==> config.mk <==
export PLATFORM = sky130hd
export DESIGN_NAME = mult_issue_ctrl_flat
export DESIGN_NICKNAME = d
export VERILOG_FILES = /design/src/rtl/mult_pkg.sv /design/src/rtl/mult_issue_ctrl_if.sv /design/src/rtl/mult_hilo_fix.sv /design/src/rtl/mult_issue_ctrl.sv /design/src/flat_wrapper.sv
export SDC_FILE = /design/constraint.sdc
export NUM_CORES = 1
export LEC_CHECK = 0
export CORE_MARGIN = 5
export CORE_UTILIZATION = 49
export DETAILED_ROUTE_END_ITERATION = 12
export GPL_TIMING_DRIVEN = 0
export HOLD_SLACK_MARGIN = 0.05
export PLACE_DENSITY = 0.93
export REMOVE_ABC_BUFFERS = 1
export SYNTH_ARGS = -nofsm -noshare
export SYNTH_HDL_FRONTEND = slang
export SYNTH_SLANG_ARGS = --single-unit
export TNS_END_PERCENT = 20
==> constraint.sdc <==
create_clock -name Clk -period 3.62 [get_ports Clk]
set_input_delay 1.086 -clock Clk [delete_from_list [all_inputs] [get_ports Clk]]
set_output_delay 1.086 -clock Clk [all_outputs]
set_load 0.05 [all_outputs]
==> src/rtl/mult_pkg.sv <==
// Shared definitions for the multiply-issue controller: op codes, FSM states
// and operand-width helpers derived from pN.
package mult_pkg;

    localparam int PN_DEF = 2;
    localparam int W_DEF  = 2 ** PN_DEF;
    localparam int W2_DEF = 2 * W_DEF;

    typedef enum logic [1:0] {
        OP_MULT  = 2'd0,
        OP_MULTU = 2'd1,
        OP_MFHI  = 2'd2,
        OP_MFLO  = 2'd3
    } op_t;

    typedef enum logic [1:0] {
        S_IDLE = 2'd0,
        S_LOAD = 2'd1,
        S_WAIT = 2'd2,
        S_FIX  = 2'd3
    } state_t;

    function automatic int op_width(input int pn);
        return 2 ** pn;
    endfunction

endpackage

==> src/rtl/mult_issue_ctrl_if.sv <==
// EX-side request bus and multiplier handshake bundled together.
// master = EX stage / multiplier side, slave = the issue controller.
interface mult_issue_ctrl_if #(parameter int pN = mult_pkg::PN_DEF);

    localparam int W = 2 ** pN;

    logic             Req_Valid;
    logic [1:0]       Req_Op;
    logic [W-1:0]     Req_A;
    logic [W-1:0]     Req_B;
    logic             Stall;
    logic [W-1:0]     Rd_Data;
    logic             Mul_Ld;
    logic [W-1:0]     Mul_M;
    logic [W-1:0]     Mul_R;
    logic             Mul_Valid;
    logic [2*W-1:0]   Mul_P;
    logic [W-1:0]     Hi;
    logic [W-1:0]     Lo;

    modport master (
        output Req_Valid, Req_Op, Req_A, Req_B, Mul_Valid, Mul_P,
        input  Stall, Rd_Data, Mul_Ld, Mul_M, Mul_R, Hi, Lo
    );

    modport slave (
        input  Req_Valid, Req_Op, Req_A, Req_B, Mul_Valid, Mul_P,
        output Stall, Rd_Data, Mul_Ld, Mul_M, Mul_R, Hi, Lo
    );

endinterface

==> src/rtl/mult_hilo_fix.sv <==
// Combinational product fix-up: the multiplier is always signed, so MULTU adds
// back the operand-MSB weights before the HI/LO split.
module mult_hilo_fix
    import mult_pkg::*;
#(
    parameter int pN = PN_DEF
)
(
    input  logic [2*op_width(pN)-1:0] p,
    input  logic [op_width(pN)-1:0]   a,
    input  logic [op_width(pN)-1:0]   b,
    input  logic                      is_unsigned,
    output logic [op_width(pN)-1:0]   hi,
    output logic [op_width(pN)-1:0]   lo
);

    localparam int W = op_width(pN);

    logic [2*W-1:0] corr_a;
    logic [2*W-1:0] corr_b;
    logic [2*W-1:0] r;

    // A negative signed view of an operand is short by 2^W times the other one.
    assign corr_a = a[W-1] ? {b, {W{1'b0}}} : '0;
    assign corr_b = b[W-1] ? {a, {W{1'b0}}} : '0;
    assign r      = is_unsigned ? (p + corr_a + corr_b) : p;

    assign hi = r[2*W-1:W];
    assign lo = r[W-1:0];

endmodule

==> src/rtl/mult_issue_ctrl.sv <==
// Multiply-issue controller between EX and the Booth multiplier; owns HI/LO.
// Optional build macro MULT_ZERO_BYPASS_EN commits zero-operand multiplies in one cycle.
//
// state  | meaning
// S_IDLE | accepting requests, MFHI/MFLO served combinationally
// S_LOAD | Mul_Ld pulse with captured operands
// S_WAIT | waiting for a fresh rising Mul_Valid
// S_FIX  | sign correction and HI/LO commit
module mult_issue_ctrl
    import mult_pkg::*;
#(
    parameter int pN = PN_DEF
)
(
    input  logic              Clk,
    input  logic              Rst,
    mult_issue_ctrl_if.slave  bus
);

    localparam int W = op_width(pN);

    state_t          state;
    logic [W-1:0]    a_q;
    logic [W-1:0]    b_q;
    logic            unsigned_q;
    logic [2*W-1:0]  p_q;
    logic            valid_q;
    logic            mul_ld_q;
    logic [W-1:0]    hi_q;
    logic [W-1:0]    lo_q;
    logic [W-1:0]    hi_fix;
    logic [W-1:0]    lo_fix;
    logic            req_mul;
    logic            zero_op;
    logic [W-1:0]    rd_data;

    assign req_mul = bus.Req_Valid && !bus.Req_Op[1];

`ifdef MULT_ZERO_BYPASS_EN
    assign zero_op = (bus.Req_A == '0) || (bus.Req_B == '0);
`else
    assign zero_op = 1'b0;
`endif

    mult_hilo_fix #(.pN(pN)) u_fix (
        .p           (p_q),
        .a           (a_q),
        .b           (b_q),
        .is_unsigned (unsigned_q),
        .hi          (hi_fix),
        .lo          (lo_fix)
    );

    always_ff @(posedge Clk) begin
        if (Rst) begin
            state      <= S_IDLE;
            a_q        <= '0;
            b_q        <= '0;
            unsigned_q <= 1'b0;
            p_q        <= '0;
            valid_q    <= 1'b0;
            mul_ld_q   <= 1'b0;
            hi_q       <= '0;
            lo_q       <= '0;
        end else begin
            case (state)
                S_IDLE: begin
                    if (req_mul) begin
                        if (zero_op) begin
                            hi_q <= '0;
                            lo_q <= '0;
                        end else begin
                            a_q        <= bus.Req_A;
                            b_q        <= bus.Req_B;
                            unsigned_q <= bus.Req_Op[0];
                            mul_ld_q   <= 1'b1;
                            state      <= S_LOAD;
                        end
                    end
                end
                S_LOAD: begin
                    mul_ld_q <= 1'b0;
                    valid_q  <= 1'b0;
                    state    <= S_WAIT;
                end
                S_WAIT: begin
                    // Only a rising Valid counts; a level left over from the last op is ignored.
                    valid_q <= bus.Mul_Valid;
                    if (bus.Mul_Valid && !valid_q) begin
                        p_q   <= bus.Mul_P;
                        state <= S_FIX;
                    end
                end
                S_FIX: begin
                    hi_q  <= hi_fix;
                    lo_q  <= lo_fix;
                    state <= S_IDLE;
                end
                default: state <= S_IDLE;
            endcase
        end
    end

    always_comb begin
        rd_data = '0;
        if (bus.Req_Valid && (state == S_IDLE)) begin
            if (bus.Req_Op == OP_MFHI)
                rd_data = hi_q;
            else if (bus.Req_Op == OP_MFLO)
                rd_data = lo_q;
        end
    end

    assign bus.Stall   = bus.Req_Valid && (state != S_IDLE);
    assign bus.Rd_Data = rd_data;
    assign bus.Mul_Ld  = mul_ld_q;
    assign bus.Mul_M   = a_q;
    assign bus.Mul_R   = b_q;
    assign bus.Hi      = hi_q;
    assign bus.Lo      = lo_q;

endmodule
==> src/flat_wrapper.sv <==
// flat-port wrapper written by rule: the top's interface ports become plain ports
module mult_issue_ctrl_flat import mult_pkg::*;
#(
    parameter int pN = PN_DEF
)
  (Clk, Rst, bus_Req_Valid, bus_Req_Op, bus_Req_A, bus_Req_B, bus_Mul_Valid, bus_Mul_P, bus_Stall, bus_Rd_Data, bus_Mul_Ld, bus_Mul_M, bus_Mul_R, bus_Hi, bus_Lo);
  mult_issue_ctrl_if #(.pN(pN)) bus_i ();
  input  logic Clk;
  input  logic Rst;
  input wire logic [$bits(bus_i.Req_Valid)-1:0] bus_Req_Valid;
  input wire logic [$bits(bus_i.Req_Op)-1:0] bus_Req_Op;
  input wire logic [$bits(bus_i.Req_A)-1:0] bus_Req_A;
  input wire logic [$bits(bus_i.Req_B)-1:0] bus_Req_B;
  input wire logic [$bits(bus_i.Mul_Valid)-1:0] bus_Mul_Valid;
  input wire logic [$bits(bus_i.Mul_P)-1:0] bus_Mul_P;
  output wire logic [$bits(bus_i.Stall)-1:0] bus_Stall;
  output wire logic [$bits(bus_i.Rd_Data)-1:0] bus_Rd_Data;
  output wire logic [$bits(bus_i.Mul_Ld)-1:0] bus_Mul_Ld;
  output wire logic [$bits(bus_i.Mul_M)-1:0] bus_Mul_M;
  output wire logic [$bits(bus_i.Mul_R)-1:0] bus_Mul_R;
  output wire logic [$bits(bus_i.Hi)-1:0] bus_Hi;
  output wire logic [$bits(bus_i.Lo)-1:0] bus_Lo;
  assign bus_i.Req_Valid = bus_Req_Valid;
  assign bus_i.Req_Op = bus_Req_Op;
  assign bus_i.Req_A = bus_Req_A;
  assign bus_i.Req_B = bus_Req_B;
  assign bus_i.Mul_Valid = bus_Mul_Valid;
  assign bus_i.Mul_P = bus_Mul_P;
  assign bus_Stall = bus_i.Stall;
  assign bus_Rd_Data = bus_i.Rd_Data;
  assign bus_Mul_Ld = bus_i.Mul_Ld;
  assign bus_Mul_M = bus_i.Mul_M;
  assign bus_Mul_R = bus_i.Mul_R;
  assign bus_Hi = bus_i.Hi;
  assign bus_Lo = bus_i.Lo;
  mult_issue_ctrl #(.pN(pN)) u_core (.Clk(Clk), .Rst(Rst), .bus(bus_i));
endmodule
==> results of run 1 <==
## where the power goes
part | internal [uW] | switching [uW] | total, uW | leakage [uW]
clock | 165 | 110 | 274 | 0.0000455
combinational | 143 | 201 | 343 | 0.000556
sequential | 359 | 33.1 | 392 | 0.000235
## kinds of logic after synthesis
kind of cell / after synthesis / share of synthesized area
multiplexers: 29 / 0.2098
AO/OA/AOI/OAI: 10 / 0.04973
adder cells (fa/ha/maj): 9 / 0.1031
AND/OR/NAND/NOR: 49 / 0.1637
buffers and inverters: 14 / 0.04792
flip-flops: 29 / 0.4195
XOR/XNOR: 1 / 0.006330
## final timing paths
path              slack (ns)                             start  depth (start not counted)                            end
hold reg to reg         0.49       u_core.valid_q$_SDFFE_PP0P_                          2    u_core.valid_q$_SDFFE_PP0P_
setup reg to reg        1.11  u_core.bus.Mul_R[3]$_SDFFE_PP0P_                          8  u_core.bus.Hi[3]$_SDFFE_PP0N_
setup / recovery        0.09                     bus_Req_Valid                          4                 bus_Rd_Data[1]
hold / removal          0.49       u_core.valid_q$_SDFFE_PP0P_                          2    u_core.valid_q$_SDFFE_PP0P_
## layout by cell type, fill, tap and decap left out
master,instances
xnor2_1,1
nand3b_1,2
clkbuf_4,5
nand2_1,2
nor2b_1,2
bufinv_16,1
a311oi_1,1
or3_1,1
clkbuf_1,1
a211oi_1,4
inv_1,5
o21ai_0,1
nand2b_1,5
clkdlybuf4s50_1,38
mux2i_1,29
clkbuf_8,1
dlygate4sd2_1,2
clkbuf_2,2
a21oi_1,2
fa_1,4
and2_1,4
clkdlybuf4s15_1,1
or2_2,1
dfxtp_1,29
inv_2,1
ha_1,5
nor2_1,30
nand3_1,2
a31oi_1,1
a22o_1,1
## flip-flops by register name, indices dropped and copies added (netlist names)
register and count:
u_core.bus.Mul_M 4, u_core.bus.Hi 4, u_core.valid_q 1, u_core.state 2, u_core.p_q 8, u_core.bus.Mul_R 4, u_core.unsigned_q 1, u_core.bus.Mul_Ld 1
u_core.bus.Lo 4
## through the flow
stage               hold WS, ns  cells  setup TNS, ns  instance area (sq um)  setup slack, ns
floorplan                0.4461    133              0                   1340           0.6496
global placement         0.4599    207        -0.8338                   1809          -0.2097
detailed placement       0.4782    207        -0.8221                   1809          -0.2044
CTS                      0.4955    215              0                   1888          0.07081
global route             0.5243    215              0                   1882          0.01050
finish                   0.4909    215              0                   1882          0.09054
## critical path: stages
cell and delay, ns:
clkdlybuf4s50_1 0.52, nand3_1 0.18, nor2_1 0.13, dlygate4sd2_1 0.53
## area by class of cell
cell class              count  area (sq um)  share of cell area
clock buffers               7         55.05             0.02926
well taps                  31         38.79             0.02061
repair buffers             43         417.9              0.2221
clock inverters             1         30.03             0.01596
inverters                   6         22.52             0.01197
multi-input cells          98         737.0              0.3916
flip-flops and latches     29         580.6              0.3085
## routing by layer
metal | GRT usage | vias to the layer above | share of wire
met5 | 0 | - | 0
met4 | 0.07162 | 0 | 0.022
met1 | 0.1533 | 522 | 0.40
met2 | 0.2885 | 34 | 0.51
li1 | - | 557 | -
met3 | 0.08171 | 7 | 0.067
## timing repair
action / 4_1_cts / 5_1_grt
hold buffers: 0 / 0
gates resized for setup: 5 / 5
setup buffers: 0 / 0
hold endpoints to repair: 0 / 0
endpoints found under the setup margin: 5 / 3
==> qor.txt, run 1 <==
status: complete, no violations
NumNets Final: 214
number of distinct library cells after synthesis: 26
Worst-Skew Late Latency: 0.32 ns
first-pass GRT wire length: 5037 um
top area cells in the synthesized netlist: dfxtp_1 42%, mux2i_1 21%, nor2_1 8.1%
Synth Instances: 141
most frequent cell after synthesis: nor2_1
Avg WL per Cell: 13.60 um
cell leakage power: 0.0008368 uW
number of DRC markers in iteration 0: 37
class of the most critical setup path: in2out
Area growth, synth to finish: 35.99%
worst clock skew: 0.009416 ns
vias in the first global route: 1,203
top_reg_cell synth: dfxtp_1
Pwr Total: 1010 uW
Max FO, Critical Path: 4
Post-synth ARST share: 0
Remaining Overflow, GRT: 0
PwrDens: 536.6 mW/mm^2
syn avg cell area: 9.814 sq um
Slew @ Worst Pin: 0.9878 ns
Clock Sinks: 29
Post-Syn Area: 0.001384 sq mm
Max Freq: 283.3 MHz
Critical Path RT: 2.53 ns
global placement routability congestion: 0.7411
Bufs on Longest Clock Path: 2
Core Box Area: 0.002734 sq mm
final slew viol count: 0
Port Buffers: 43
I/O pins: 44
Die Span Y: 63.14 um
clock slew at reported path FFs: 0.08 ns
number of synthesized flops with an enable pin: 0
Fillers: 217
crit end category: output port
drt pass-1 iters: 3
RSZ-0062 raised after global routing: false
Final Hold Fails: 0
initial antenna violation count: 0
most frequent cells after synthesis: 30 x nor2_1, 29 x dfxtp_1, 29 x mux2i_1
final worst path period need: 3.529 ns
row cnt: 19
Die Area: 0.003987 sq mm
All-Layer GR Usage: 0.1619
Max Cap Violations: 0
Arr. time, crit path: 2.44 ns
slew margin rel.: 0.3394
largest net degree at the start of global routing: 31
final worst-path cycle share: 0.9750
Final setup viols: 0
Ys Warns: 0
total CTS buffers: 5
Tightest Hold Check Type: reg2reg
half-perimeter wire length after placement: 2297 um
CTS tree: yes
Detailed Route WL: 2923 um
Final ANT Viol Nets: 0
DR DRC count: 0
post-synthesis sequential area ratio: 0.4195
Worst IR Drop VDD: 0.4049 mV
via count: 1,120
Synth Register Bits: 29
Critical Path Source Type: input port
Die Width: 63.14 um
Vias/cell: 5.209
Initial Utilization: 0.5062
htree depth: 2
layout cells sized above 1: 0.05978
Antenna Cells: 0
leading area contributor after synthesis: dfxtp_1
Synth top area share: 0.4195
final core utilization: 0.6883
CTS root buf: clkbuf_4
(Power assumes the default switching activity.)
==> run 2: changes to the inputs <==
--- a/config.mk
+++ b/config.mk
@@ -6,11 +6,10 @@
 export NUM_CORES = 1
 export LEC_CHECK = 0
 export CORE_MARGIN = 5
-export CORE_UTILIZATION = 49
+export CORE_UTILIZATION = 45
 export DETAILED_ROUTE_END_ITERATION = 12
-export GPL_TIMING_DRIVEN = 0
 export HOLD_SLACK_MARGIN = 0.05
-export PLACE_DENSITY = 0.93
+export PLACE_DENSITY = 0.87
 export REMOVE_ABC_BUFFERS = 1
 export SYNTH_ARGS = -nofsm -noshare
 export SYNTH_HDL_FRONTEND = slang
==> constraint.sdc (replaced) <==
create_clock -name Clk -period 3.4 [get_ports Clk]
set_input_delay 1.02 -clock Clk [delete_from_list [all_inputs] [get_ports Clk]]
set_output_delay 1.02 -clock Clk [all_outputs]
set_load 0.05 [all_outputs]
==> run 2 against run 1 <==
Net effect:
- non-clock buffer count grew 1
- clock power shrank 29%
- register-to-register slack got worse by 0.15 ns
- cell count up 1.4%
- largest power group unchanged
==> qor.txt, run 2 (synthesis gave the netlist of run 1 again) <==
Core Box Area: 0.003003 sq mm (was 0.002734 sq mm)
first-pass GRT wire length: 5092 um (was 5037 um)
half-perimeter wire length after placement: 2421 um (was 2297 um)
CTS tree: yes (unchanged)
Max Cap Violations: 0 (unchanged)
Detailed Route WL: 3136 um (was 2923 um)
worst hold stages: 2 (unchanged)
Resized cells post-CTS: 0 (was 5)
Tightest Hold Check Type: reg2reg (unchanged)
Slew @ Worst Pin: 0.6236 ns (was 0.9878 ns)
clock slew at reported path FFs: 0.09 ns (was 0.08 ns)
Port Buffers: 43 (unchanged)
I/O pins: 44 (unchanged)
smallest hold slack: 0.4919 ns (was 0.4909 ns)
Die Span Y: 65.46 um (was 63.14 um)
worst slack, placed: 0.2101 ns (was -0.2044 ns)
All-Layer GR Usage: 0.1602 (was 0.1619)
Top Family by Delay on Critical Path: buffers and inverters (unchanged)
final setup TNS: 0 ns (unchanged)
hold path start: u_core.valid_q$_SDFFE_PP0P_ (unchanged)
cells along the critical path: clkdlybuf4s50_1 -> nand3_1 -> nor2_1 -> buf_12 (was clkdlybuf4s50_1 -> nand3_1 -> nor2_1 -> dlygate4sd2_1)
R2R Path Start: u_core.bus.Mul_M[3]$_SDFFE_PP0P_ (was u_core.bus.Mul_R[3]$_SDFFE_PP0P_)
Remaining Overflow, GRT: 0 (unchanged)
worst clock skew: 0.005312 ns (was 0.009416 ns)
RSZ-0062 raised after global routing: false (unchanged)
Arr. time, crit path: 2.15 ns (was 2.44 ns)
Final Hold Fails: 0 (unchanged)
number of DRC markers in iteration 0: 16 (was 37)
Worst path slowest cell: clkdlybuf4s50_1 (was dlygate4sd2_1)
CTS root buf: clkbuf_4 (unchanged)
Max FO, Critical Path: 4 (unchanged)
# hold bufs at CTS: 0 (unchanged)
placed cells: 210 (was 207)
CP bufs+invs: 2 (unchanged)
Critical Path RT: 2.38 ns (was 2.53 ns)
final core utilization: 0.6396 (was 0.6883)
row cnt: 20 (was 19)
max reg flops: 8 (unchanged)
final worst-path cycle share: 0.9314
leading cell types in the layout, fill and taps excluded: 38 x clkdlybuf4s50_1, 30 x nor2_1, 29 x mux2i_1, 29 x dfxtp_1 (unchanged)
commonest non-fill, non-tap cell in the layout: clkdlybuf4s50_1 (unchanged)
Worst-Skew Late Latency: 0.32 ns (about the same)
class of the most critical setup path: in2out (unchanged)
Avg WL per Cell: 14.39 um (was 13.60 um)
slew margin rel.: 0.5830 (was 0.3394)
Max Freq: 315.8 MHz
Worst IR Drop VDD: 0.2831 mV (was 0.4049 mV)
Bufs on Longest Clock Path: 2 (unchanged)
Vias/cell: 5.193 (was 5.209)
DR DRC count: 0 (unchanged)
Worst R2R Setup Slack: 0.96 ns (was 1.11 ns)
final worst path period need: 3.167 ns
Critical Path Source Type: input port (unchanged)
Clock Sinks: 29 (unchanged)
cell leakage power: 0.0008395 uW (was 0.0008368 uW)
vias in the first global route: 1,203 (unchanged)
Antenna Cells: 0 (unchanged)
FF-to-FF path depth: 8 (unchanged)
Die Width: 65.46 um (was 63.14 um)
final slew viol count: 0 (unchanged)
crit end category: output port (unchanged)
Hold Path Sink: u_core.valid_q$_SDFFE_PP0P_ (unchanged)
post-CTS setup buffers: 0 (unchanged)
Final ANT Viol Nets: 0 (unchanged)
status: complete, no violations (unchanged)
Crit path largest cell delay: 0.52 ns (was 0.53 ns)
Initial Utilization: 0.4608 (was 0.5062)
PwrDens: 520.3 mW/mm^2 (was 536.6 mW/mm^2)
global placement routability congestion: 0.7586 (was 0.7411)
Finished Layout Cells: 218 (was 215)
via count: 1,132 (was 1,120)
initial antenna violation count: 0 (unchanged)
Most flops, register: u_core.p_q (unchanged)
total CTS buffers: 5 (unchanged)
Final setup viols: 0 (unchanged)
drt pass-1 iters: 4 (was 3)
NumNets Final: 215 (was 214)
largest net degree at the start of global routing: 17 (was 31)
layout cells sized above 1: 0.08108 (was 0.05978)
htree depth: 2 (unchanged)
Area growth, synth to finish: 38.79% (was 35.99%)
Die Area: 0.004284 sq mm (was 0.003987 sq mm)
CP startpoint: bus_Req_Valid (unchanged)
R2R Path End: u_core.bus.Hi[3]$_SDFFE_PP0N_ (unchanged)
worst setup margin: 0.2331 ns (was 0.09054 ns)
[run 2: cell count changes in the layout (fill, tap and decap cells not counted), sizes merged]
cell,change
clkdlybuf4s15,-1
bufinv,-1
buf,+6
clkinv,+2
dlygate4sd2,-2
clkbuf,-3
[run 2: worst min-delay path, delay by kind of cell (launching register included)]
family             cells  cell delay, ns
DFF                    1            0.33
and+or+nand+nor        1            0.07
AOI/OAI and AO/OA      1            0.06
[run 2: how the worst max path moves through the flow]
| stage | endpoint | slack, ns | cells past startpoint |
|---|---|---|---|
| final | bus_Rd_Data[3] | 0.23 | 4 |
| after global routing | bus_Rd_Data[3] | 0.16 | 4 |
| after CTS | bus_Rd_Data[3] | 0.21 | 4 |
| after detailed placement | bus_Rd_Data[3] | 0.21 | 4 |
| after global placement | bus_Rd_Data[3] | 0.23 | 4 |
| after floorplan | bus_Rd_Data[0] | 0.56 | 2 |
[run 2: metrics by stage]
step	power, uW	instance area [sq um]
6_report	999.3	1921
5_1_grt	1054	1921
4_1_cts	1008	1921
3_5_place_dp	812.1	1869
3_3_place_gp	793.5	1869
2_1_floorplan	673.1	1340
[run 2: report_power, final]
group          internal [uW]  switching (uW)  leakage (uW)
logic                    165             219      0.000572
registers                382            37.4      0.000235
clock network           78.5             117     0.0000320
[run 2: final cells by class]
class	instances	area, sq um
clock inverters	2	10.01
clock buffers	6	41.29
inverters	6	22.52
fillers	262	1082
multi-input cells	98	737.0
repair buffers	44	488.0
flip-flops and latches	29	580.6
well taps	33	41.29
[run 2: layer usage]
metal / global-route usage / vias up / share of wire
met5: 0 / - / 0
met4: 0.06995 / 0 / 0.0045
met3: 0.07179 / 2 / 0.072
met2: 0.2908 / 43 / 0.53
met1: 0.1547 / 532 / 0.39
li1: - / 555 / -
